`src/rtl/mul_pkg.sv`:
```
// mul_pkg: shared state type and sizing helpers for the iterative multiplier.
// Define MUL_RADIX4_EN to retire two multiplier bits per BUSY cycle.
package mul_pkg;

    typedef enum logic [1:0] {
        IDLE,
        BUSY,
        FIX,
        DONE
    } mul_state_t;

    localparam int MUL_WIDTH = 32;

    // Number of BUSY cycles for a given operand width
    function automatic int mul_iter_count(input int width);
`ifdef MUL_RADIX4_EN
        return width / 2;
`else
        return width;
`endif
    endfunction

    // Width of the BUSY iteration counter
    function automatic int mul_cnt_width(input int iters);
        return (iters <= 2) ? 1 : $clog2(iters);
    endfunction

    localparam int MUL_ITER  = mul_iter_count(MUL_WIDTH);
    localparam int MUL_CNT_W = mul_cnt_width(MUL_ITER);

endpackage

```
`src/rtl/mul_iter.sv`:
```
// mul_iter: iterative shift-add multiplier for MULT/MULTU in the EX stage.
// Optional: MUL_RADIX4_EN retires two multiplier bits per BUSY cycle.
module mul_iter
    import mul_pkg::*;
#(
    parameter int WIDTH = 32
) (
    input  logic               clk_i,
    input  logic               rst_i,
    input  logic               signed_mul_i,
    input  logic [WIDTH-1:0]   a_i,
    input  logic [WIDTH-1:0]   b_i,
    input  logic               start_i,
    input  logic               annul_i,
    output logic [2*WIDTH-1:0] result_o,
    output logic               ready_o
);

    localparam int ITER = mul_iter_count(WIDTH);
    localparam int CW   = mul_cnt_width(ITER);
`ifdef MUL_RADIX4_EN
    localparam int ADD_W = WIDTH + 2;
`else
    localparam int ADD_W = WIDTH + 1;
`endif
    localparam logic [CW-1:0] LAST = CW'(ITER - 1);

    mul_state_t         state;
    logic [CW-1:0]      cnt;
    logic [2*WIDTH:0]   acc;
    logic [2*WIDTH:0]   acc_step;
    logic [WIDTH-1:0]   mcand;
    logic [WIDTH-1:0]   mq;
    logic [WIDTH-1:0]   mq_step;
    logic               sign_a;
    logic               sign_b;
    logic               a_neg;
    logic               b_neg;
    logic [WIDTH-1:0]   a_mag;
    logic [WIDTH-1:0]   b_mag;
    logic               zero_op;
    logic [ADD_W-1:0]   addend;
    logic [ADD_W-1:0]   hi_sum;
    logic [2*WIDTH-1:0] prod;
`ifdef MUL_RADIX4_EN
    logic [WIDTH+1:0]   m3;
    logic [WIDTH+1:0]   m3_in;
`endif

    // Operand conditioning: sign flags and magnitudes (0x80..0 stays 0x80..0)
    always_comb begin
        a_neg   = signed_mul_i & a_i[WIDTH-1];
        b_neg   = signed_mul_i & b_i[WIDTH-1];
        a_mag   = a_neg ? (-a_i) : a_i;
        b_mag   = b_neg ? (-b_i) : b_i;
        zero_op = (a_i == '0) || (b_i == '0);
`ifdef MUL_RADIX4_EN
        m3_in   = {2'b00, a_mag} + {1'b0, a_mag, 1'b0};
`endif
    end

    // One shift-add step: add to the upper half, then shift {carry, acc} right
    always_comb begin
        addend   = '0;
        hi_sum   = '0;
        acc_step = acc;
        mq_step  = mq;
`ifdef MUL_RADIX4_EN
        unique case (mq[1:0])
            2'd0:    addend = '0;
            2'd1:    addend = {2'b00, mcand};
            2'd2:    addend = {1'b0, mcand, 1'b0};
            default: addend = m3;
        endcase
        hi_sum   = ADD_W'(acc[2*WIDTH:WIDTH]) + addend;
        acc_step = {1'b0, hi_sum, acc[WIDTH-1:2]};
        mq_step  = {2'b00, mq[WIDTH-1:2]};
`else
        addend   = mq[0] ? {1'b0, mcand} : '0;
        hi_sum   = ADD_W'(acc[2*WIDTH:WIDTH]) + addend;
        acc_step = {1'b0, hi_sum, acc[WIDTH-1:1]};
        mq_step  = {1'b0, mq[WIDTH-1:1]};
`endif
    end

    // Final sign fix-up of the unsigned magnitude product
    always_comb begin
        prod = (sign_a ^ sign_b) ? (-acc[2*WIDTH-1:0])
                                 : acc[2*WIDTH-1:0];
    end

    // Control FSM with registered outputs; annul and reset abort silently
    always_ff @(posedge clk_i) begin
        if (rst_i) begin
            state    <= IDLE;
            cnt      <= '0;
            acc      <= '0;
            mcand    <= '0;
            mq       <= '0;
            sign_a   <= 1'b0;
            sign_b   <= 1'b0;
            result_o <= '0;
            ready_o  <= 1'b0;
`ifdef MUL_RADIX4_EN
            m3       <= '0;
`endif
        end else if (annul_i) begin
            state   <= IDLE;
            ready_o <= 1'b0;
        end else begin
            ready_o <= 1'b0;
            unique case (state)
                IDLE: begin
                    if (start_i) begin
                        sign_a <= a_neg;
                        sign_b <= b_neg;
                        mcand  <= a_mag;
                        mq     <= b_mag;
`ifdef MUL_RADIX4_EN
                        m3     <= m3_in;
`endif
                        acc    <= '0;
                        cnt    <= '0;
                        if (zero_op) begin
                            result_o <= '0;
                            ready_o  <= 1'b1;
                            state    <= DONE;
                        end else begin
                            state <= BUSY;
                        end
                    end
                end
                BUSY: begin
                    acc <= acc_step;
                    mq  <= mq_step;
                    cnt <= cnt + CW'(1);
                    if (cnt == LAST) begin
                        state <= FIX;
                    end
                end
                FIX: begin
                    result_o <= prod;
                    ready_o  <= 1'b1;
                    state    <= DONE;
                end
                DONE: begin
                    state <= IDLE;
                end
                default: begin
                    state <= IDLE;
                end
            endcase
        end
    end

endmodule

```
`config.mk`:
```
export PLATFORM = sky130hd
export DESIGN_NAME = mul_iter
export DESIGN_NICKNAME = d
export VERILOG_FILES = /design/src/rtl/mul_pkg.sv /design/src/rtl/mul_iter.sv
export SDC_FILE = /design/constraint.sdc
export NUM_CORES = 1
export LEC_CHECK = 0
export BUFFER_PORTS_ARGS = -buffer_cell sky130_fd_sc_hd__clkbuf_2
export CAP_MARGIN = 20
export CORE_ASPECT_RATIO = 0.9
export CORE_MARGIN = 1.5
export CORE_UTILIZATION = 59
export DETAILED_ROUTE_END_ITERATION = 8
export GPL_ROUTABILITY_DRIVEN = 0
export PLACE_DENSITY = 0.89
export SLEW_MARGIN = 30
export SYNTH_ARGS = -nofsm -noshare
export SYNTH_HDL_FRONTEND = slang
export SYNTH_SLANG_ARGS = --single-unit
```
`constraint.sdc`:
```
create_clock -name clk_i -period 3.4 [get_ports clk_i]
set_input_delay 0.17 -clock clk_i [delete_from_list [all_inputs] [get_ports clk_i]]
set_output_delay 0.17 -clock clk_i [all_outputs]
set_load 0.01 [all_outputs]
```
==> results of run 1 <==
## worst reg2reg max path: stages (launching register included)
cell,delay [ns]
dfxtp_1,0.33
buf_4,0.25
nand2_1,0.16
fa_1,0.45
nand2b_1,0.21
a21oi_1,0.28
o31ai_1,0.19
o31ai_1,0.30
buf_4,0.19
o21a_1,0.28
a21o_1,0.19
nand4_1,0.10
a311oi_1,0.26
## repair_timing
action	in CTS	in global routing
gates resized for setup	0	2
hold buffers	7	0
endpoints found under the setup margin	0	2
endpoints found under the hold margin	7	0
## cell families after synthesis
family | Yosys count
xor gates and xnor gates | 140
adders and majority gates | 41
and+or+nand+nor | 521
DFF | 202
buffers and inverters | 120
AOI/OAI and AO/OA | 410
muxes | 4
## worst paths after layout
path	from	end	cells past startpoint
setup / recovery	mq[0]	acc[63]	12
hold / removal	a_i[22]	mcand[22]	3
setup reg to reg	mq[0]	acc[63]	12
hold reg to reg	result_o[47]	result_o[47]	2
## cell type report
| class | instances | area share (%) |
|---|---|---|
| multi-input cells | 1116 | 53.12 |
| flip-flops and latches | 202 | 30.31 |
| repair buffers | 168 | 7.134 |
| clock buffers | 28 | 4.753 |
| well taps | 250 | 2.344 |
| clock inverters | 12 | 1.612 |
| inverters | 26 | 0.7312 |
## power by group
part	total, mW	internal (mW)	switching [mW]
clock network	2.77	1.77	0.995
registers	2.45	2.42	0.0323
logic	0.463	0.171	0.292
## Yosys cell counts (35+ instances only)
cell type / instances / area share [%]
a21oi_1: 107 / 4.6
a22oi_1: 43 / 2.8
and2_1: 35 / 1.9
clkbuf_1: 78 / 2.5
dfxtp_1: 202 / 35
ha_1: 40 / 4.3
nand2_1: 143 / 4.6
nand3_1: 40 / 1.7
nor2_1: 175 / 5.7
o21ai_0: 68 / 2.9
xnor2_1: 70 / 5.3
xor2_1: 70 / 5.3
## sequential cells by signal, summed over array words and instances, names as in the netlist
register and flops:
sign_b 1, mcand 32, mq 32, cnt 5, ready_o 1, acc 64, sign_a 1, result_o 64
state 2
## metrics by stage
step / utilization (%) / power, mW / instance area [um2] / worst slack [ns]
final: 69.66 / 5.681 / 13350 / 0.1177
after global routing: 69.66 / 5.843 / 13350 / 0.005183
after CTS: 69.58 / 5.681 / 13330 / 0.1754
after detailed placement: 64.78 / 2.939 / 12410 / 0.2666
after global placement: 64.78 / 2.924 / 12410 / 0.4023
after floorplan: - / 2.780 / 11550 / 0.3642
## layer usage
layer / wire length (um) / vias up
li1: - / 5390
met4: 707 / 0
met1: 13600 / 5274
met3: 2881 / 72
met5: 0 / -
met2: 13650 / 570
==> results.py, run 1 <==
metrics = {
    "logic_synthesis": {
        "synth_compound_area_share_pct": 23.59,
        "ys_warn_count": 0,
        "syn-num-nets": 1548,
        "synthMuxAreaShare_pct": 0.3467,
        "synth_edf_count": 0,
        "yosys.area_share.simple_pct": 21.86,
        "avgSynthCellArea_um2": 8.031,
        "synth_top_family_by_area": "compound AO/OA/AOI/OAI gates",
        "ys_seq_area_share_pct": 35.02,
        "synth_fa_ha_area_share_pct": 4.507,
        "netlist_instances": 1438,
        "synthArstFlopShare_pct": 0,
        "syn-cell-area_mm2": 0.01155,
        "synth_ff_type": "dfxtp_1",
        "synthXorXnorAreaFrac_pct": 10.62,
        "ys_ff_latch": 202,
        "ys_types": 71,
    },
    "setup_path": {
        "required_ns": 3.82,
        "worst_path_largest_cell_delay_ns": 0.45,
        "cp-end-kind": "flip-flop",
        "crit_slowest_cell": "fa_1",
        "reg2reg_slack_ns": 0.12,
        "start_kind": "flip-flop",
        "critPathKind": "reg -> reg",
        "arrival_ns": 3.70,
        "path_delay_family": "compound AO/OA/AOI/OAI gates",
        "cp_num_buf_inv": 2,
        "worst-path-max-fanout": 32,
        "path_cells": "buf_4 -> nand2_1 -> fa_1 -> nand2b_1 -> a21oi_1 -> o31ai_1 -> o31ai_1 -> buf_4 -> o21a_1 -> a21o_1 -> nand4_1 -> a311oi_1",
    },
    "cts": {
        "cts_made_buffers": 22,
        "clk_latency_ns": 0.51,
        "cts_setup_buffers": 0,
        "h-tree-depth": 1,
        "cts_root_buf": "clkbuf_16",
        "cts_sinks": 202,
        "path_clk_slew_ns": 0.06,
        "cts_tree": "yes",
        "clk_path_buf_depth": 3,
    },
    "global_routing": {
        "grt_start_max_net_pins": 105,
        "grt_pass1_vias": 10350,
        "grt-busiest-layer": "met2",
        "gr-usage-all-layers_pct": 29.76,
        "grtUsageMet2_pct": 47.20,
        "global_route.usage.met3_pct": 5.017,
        "antenna_found_initial": 0,
        "gr-total-overflow": 0,
        "grt.met1_usage_pct": 41.50,
        "grt_pass1_wl_mm": 50.10,
    },
    "power": {
        "p_leak_nw": 5.469,
        "powerDensity_mw_per_mm2": 425.7,
        "vdd_drop_max_mv": 0.4547,
    },
    "finish": {
        "nets": 1646,
        "fillCellCount": 1477,
        "register_area_mm2": 0.004045,
        "multi_input_area_mm2": 0.007089,
        "drive_above_1_share_pct": 14.88,
        "diodes": 0,
        "syn2layout_area_growth_pct": 15.57,
        "final_common_cell": "dfxtp_1",
        "layout_common_cells": "dfxtp_1, nor2_1, nand2_1, clkbuf_2, a21oi_1",
        "instances_no_fill": 1802,
    },
    "hold_path": {
        "hold_class": "in -> reg",
    },
    "die": {
        "row_count": 48,
        "start_util_pct": 60.28,
        "chipWidth_um": 150.5,
        "ios": 134,
        "core-area_mm2": 0.01916,
        "die_area_mm2": 0.02042,
        "fp.dieH_um": 135.7,
    },
    "sta": {
        "worst_pin_slew_ns": 0.8272,
        "max_slew_margin_pct": 44.86,
        "hold_viol": 0,
        "whs_ns": 0.005056,
        "period_minus_slack_ns": 3.282,
        "tns_ns": 0,
        "finClkSkew_ns": 0.01249,
        "fmax_mhz": 304.7,
        "finalMaxSlewViolations": 0,
        "setup_violations": 0,
        "timing.final.crit_share_pct": 96.54,
        "rsz0062_at_grt": "no",
    },
    "routing": {
        "routed_wl_mm": 30.84,
        "drc": 0,
        "antenna_left": 0,
        "vias_per_cell": 6.274,
        "drt_pre_antenna_iters": 6,
        "drt_iter0_markers": 1167,
        "vias": 11310,
        "wire_per_inst_um": 17.12,
    },
    "placed_design": {
        "hpwl_mm": 21.15,
        "placed_cells": 1755,
        "port-buffer-count": 133,
    },
    "run_status": {
        "status": "completed",
    },
    "run": {
        "maxCapViolCount": 0,
    },
}
(Power assumes the default switching activity.)
==> inputs of run 2 (changes only) <==
Settings changed: CORE_UTILIZATION 59 to 40, PLACE_DENSITY 0.89 to 0.67.
==> run 2 against run 1 <==
  * Critical path depth down 1
  * Cell count is 6.9% higher
  * Die area increased by 46%
  * Total power is 1.4% lower
  * Final area grew 1.7%
  * Count of clock-buffer cells in the layout grew 10
  * Routed wire length is 1.8% higher
  * Non-clock buffer count up 11
  * Worst hold slack better by 0.015 ns
  * Largest cell class unchanged
==> results.py, run 2 (synthesized netlist as in run 1, its figures left out) <==
metrics = {
    "routing": {
        "wl_met3_mm": 2.252,
        "routed_wl_mm": 31.41,
        "vias_per_cell": 5.633,
        "wire_per_inst_um": 16.31,
        "drc": 0,
        "wl_met2_mm": 12.84,
        "vias": 10850,
        "drt_pre_antenna_iters": 5,
        "routedLengthMet1_mm": 15.77,
        "drt_iter0_markers": 833,
        "top_layer_used": "met4",
        "antenna_left": 0,
    },
    "run": {
        "maxCapViolCount": 0,
    },
    "run_status": {
        "status": "completed",
    },
    "placed_design": {
        "hpwl_mm": 22.29,
        "port-buffer-count": 133,
    },
    "sta": {
        "max_slew_margin_pct": 35.72,
        "timing.final.crit_share_pct": 90.11,
        "finalMaxSlewViolations": 0,
        "rsz0062_at_grt": "no",
        "finClkSkew_ns": 0.01337,
        "hold_viol": 0,
        "fmax_mhz": 326.4,
        "tns_ns": 0,
        "worst_pin_slew_ns": 0.9642,
        "period_minus_slack_ns": 3.064,
        "setup_violations": 0,
    },
    "finish": {
        "multi_input_area_mm2": 0.007099,
        "drive_above_1_share_pct": 14.75,
        "final_common_cell": "dfxtp_1",
        "fillCellCount": 2753,
        "nets": 1659,
        "register_area_mm2": 0.004044,
        "reg_top3": "acc: 64 flops, result_o: 64 flops",
        "syn2layout_area_growth_pct": 17.55,
        "diodes": 0,
        "layout_common_cells": "dfxtp_1, nor2_1, nand2_1, clkbuf_2, a21oi_1",
    },
    "cts": {
        "h-tree-depth": 1,
        "cts_made_buffers": 24,
        "path_clk_slew_ns": 0.06,
        "clk_latency_ns": 0.52,
        "cts_root_buf": "clkbuf_16",
        "cts_setup_buffers": 0,
        "cts_sinks": 202,
        "cts_tree": "yes",
        "clk_path_buf_depth": 3,
    },
    "global_routing": {
        "grt_start_max_net_pins": 90,
        "antenna_found_initial": 0,
        "grt_pass1_vias": 10170,
        "gr-usage-all-layers_pct": 20.79,
        "grt_pass1_wl_mm": 51.81,
        "gr-total-overflow": 0,
    },
    "die": {
        "row_count": 58,
        "ios": 134,
        "start_util_pct": 41.01,
        "fp.dieH_um": 164.2,
        "chipWidth_um": 182.1,
        "core-area_mm2": 0.02816,
        "die_area_mm2": 0.02990,
    },
    "power": {
        "vdd_drop_max_mv": 0.3135,
        "p_leak_nw": 5.494,
        "powerDensity_mw_per_mm2": 412.8,
        "total_power_mw": 5.605,
    },
    "setup_path": {
        "crit_start": "mq[0]",
        "reg2reg_slack_ns": 0.34,
        "r2r_cells": 11,
        "start_kind": "flip-flop",
        "reg2reg_from": "mq[0]",
        "critPathKind": "reg -> reg",
        "r2r-end": "acc[60]",
        "worst-path-max-fanout": 32,
        "cp-end-kind": "flip-flop",
        "required_ns": 3.80,
        "arrival_ns": 3.46,
    },
    "hold_path": {
        "min_to": "mcand[21]",
        "min-delay-start": "a_i[21]",
        "hold_class": "in -> reg",
        "min_path_cells": 4,
    },
}
[run 2: critical path: stages, from the launching register on]
cell      delay (ns)
dfxtp_1         0.31
buf_6           0.16
and2_1          0.15
ha_1            0.36
nand3_1         0.17
or3_1           0.38
a211oi_1        0.33
o31ai_2         0.16
o21a_1          0.27
o21ai_1         0.30
nor2_1          0.09
a211o_1         0.26
[run 2: worst max path at each step]
stage                         end  slack [ns]  depth (start not counted)
final                     acc[60]        0.34                         11
after global placement    acc[60]        0.31                         11
after floorplan           acc[51]        0.36                         13
after CTS                 acc[60]        0.19                         11
after global routing      acc[63]        0.06                         12
after detailed placement  acc[60]        0.22                         11
[run 2: final cells by class]
| class | instances | share of cell area (%) |
|---|---|---|
| clock inverters | 5 | 0.7742 |
| clock buffers | 38 | 5.336 |
| flip-flops and latches | 202 | 29.79 |
| well taps | 360 | 3.318 |
| multi-input cells | 1116 | 52.30 |
| inverters | 26 | 0.7189 |
| repair buffers | 179 | 7.770 |
[run 2: repair_timing]
| action | in CTS | in global routing |
|---|---|---|
| hold endpoints to repair | 18 | 0 |
| hold buffers | 15 | 0 |
| endpoints found under the setup margin | 0 | 4 |
| gates resized for setup | 0 | 4 |
[run 2: stage by stage]
step / setup WS [ns] / cell area (um2) / cells / util [%] / hold slack, ns
3_5_place_dp: 0.2205 / 12570 / 1868 / 44.65 / 0.4415
6_report: 0.3362 / 13580 / 1926 / 48.21 / 0.02004
3_3_place_gp: 0.3121 / 12570 / 1868 / 44.65 / 0.4343
4_1_cts: 0.1883 / 13550 / 1926 / 48.12 / 0.006115
2_1_floorplan: 0.3642 / 11550 / 1438 / - / 0.3060
5_1_grt: 0.05993 / 13580 / 1926 / 48.21 / 0.03698
[run 2: layer usage]
layer / track usage (%) / vias to the layer above
met1: 31.21 / 4974
met4: 4.395 / 0
li1: - / 5420
met5: 0 / -
met2: 31.33 / 411
met3: 2.971 / 44
[run 2: power by group]
| group | switching, mW | internal, mW | leakage, nW | total (mW) |
|---|---|---|---|---|
| registers | 0.0334 | 2.42 | 1.64 | 2.45 |
| clock network | 1.01 | 1.68 | 0.396 | 2.69 |
| logic | 0.286 | 0.175 | 3.46 | 0.461 |
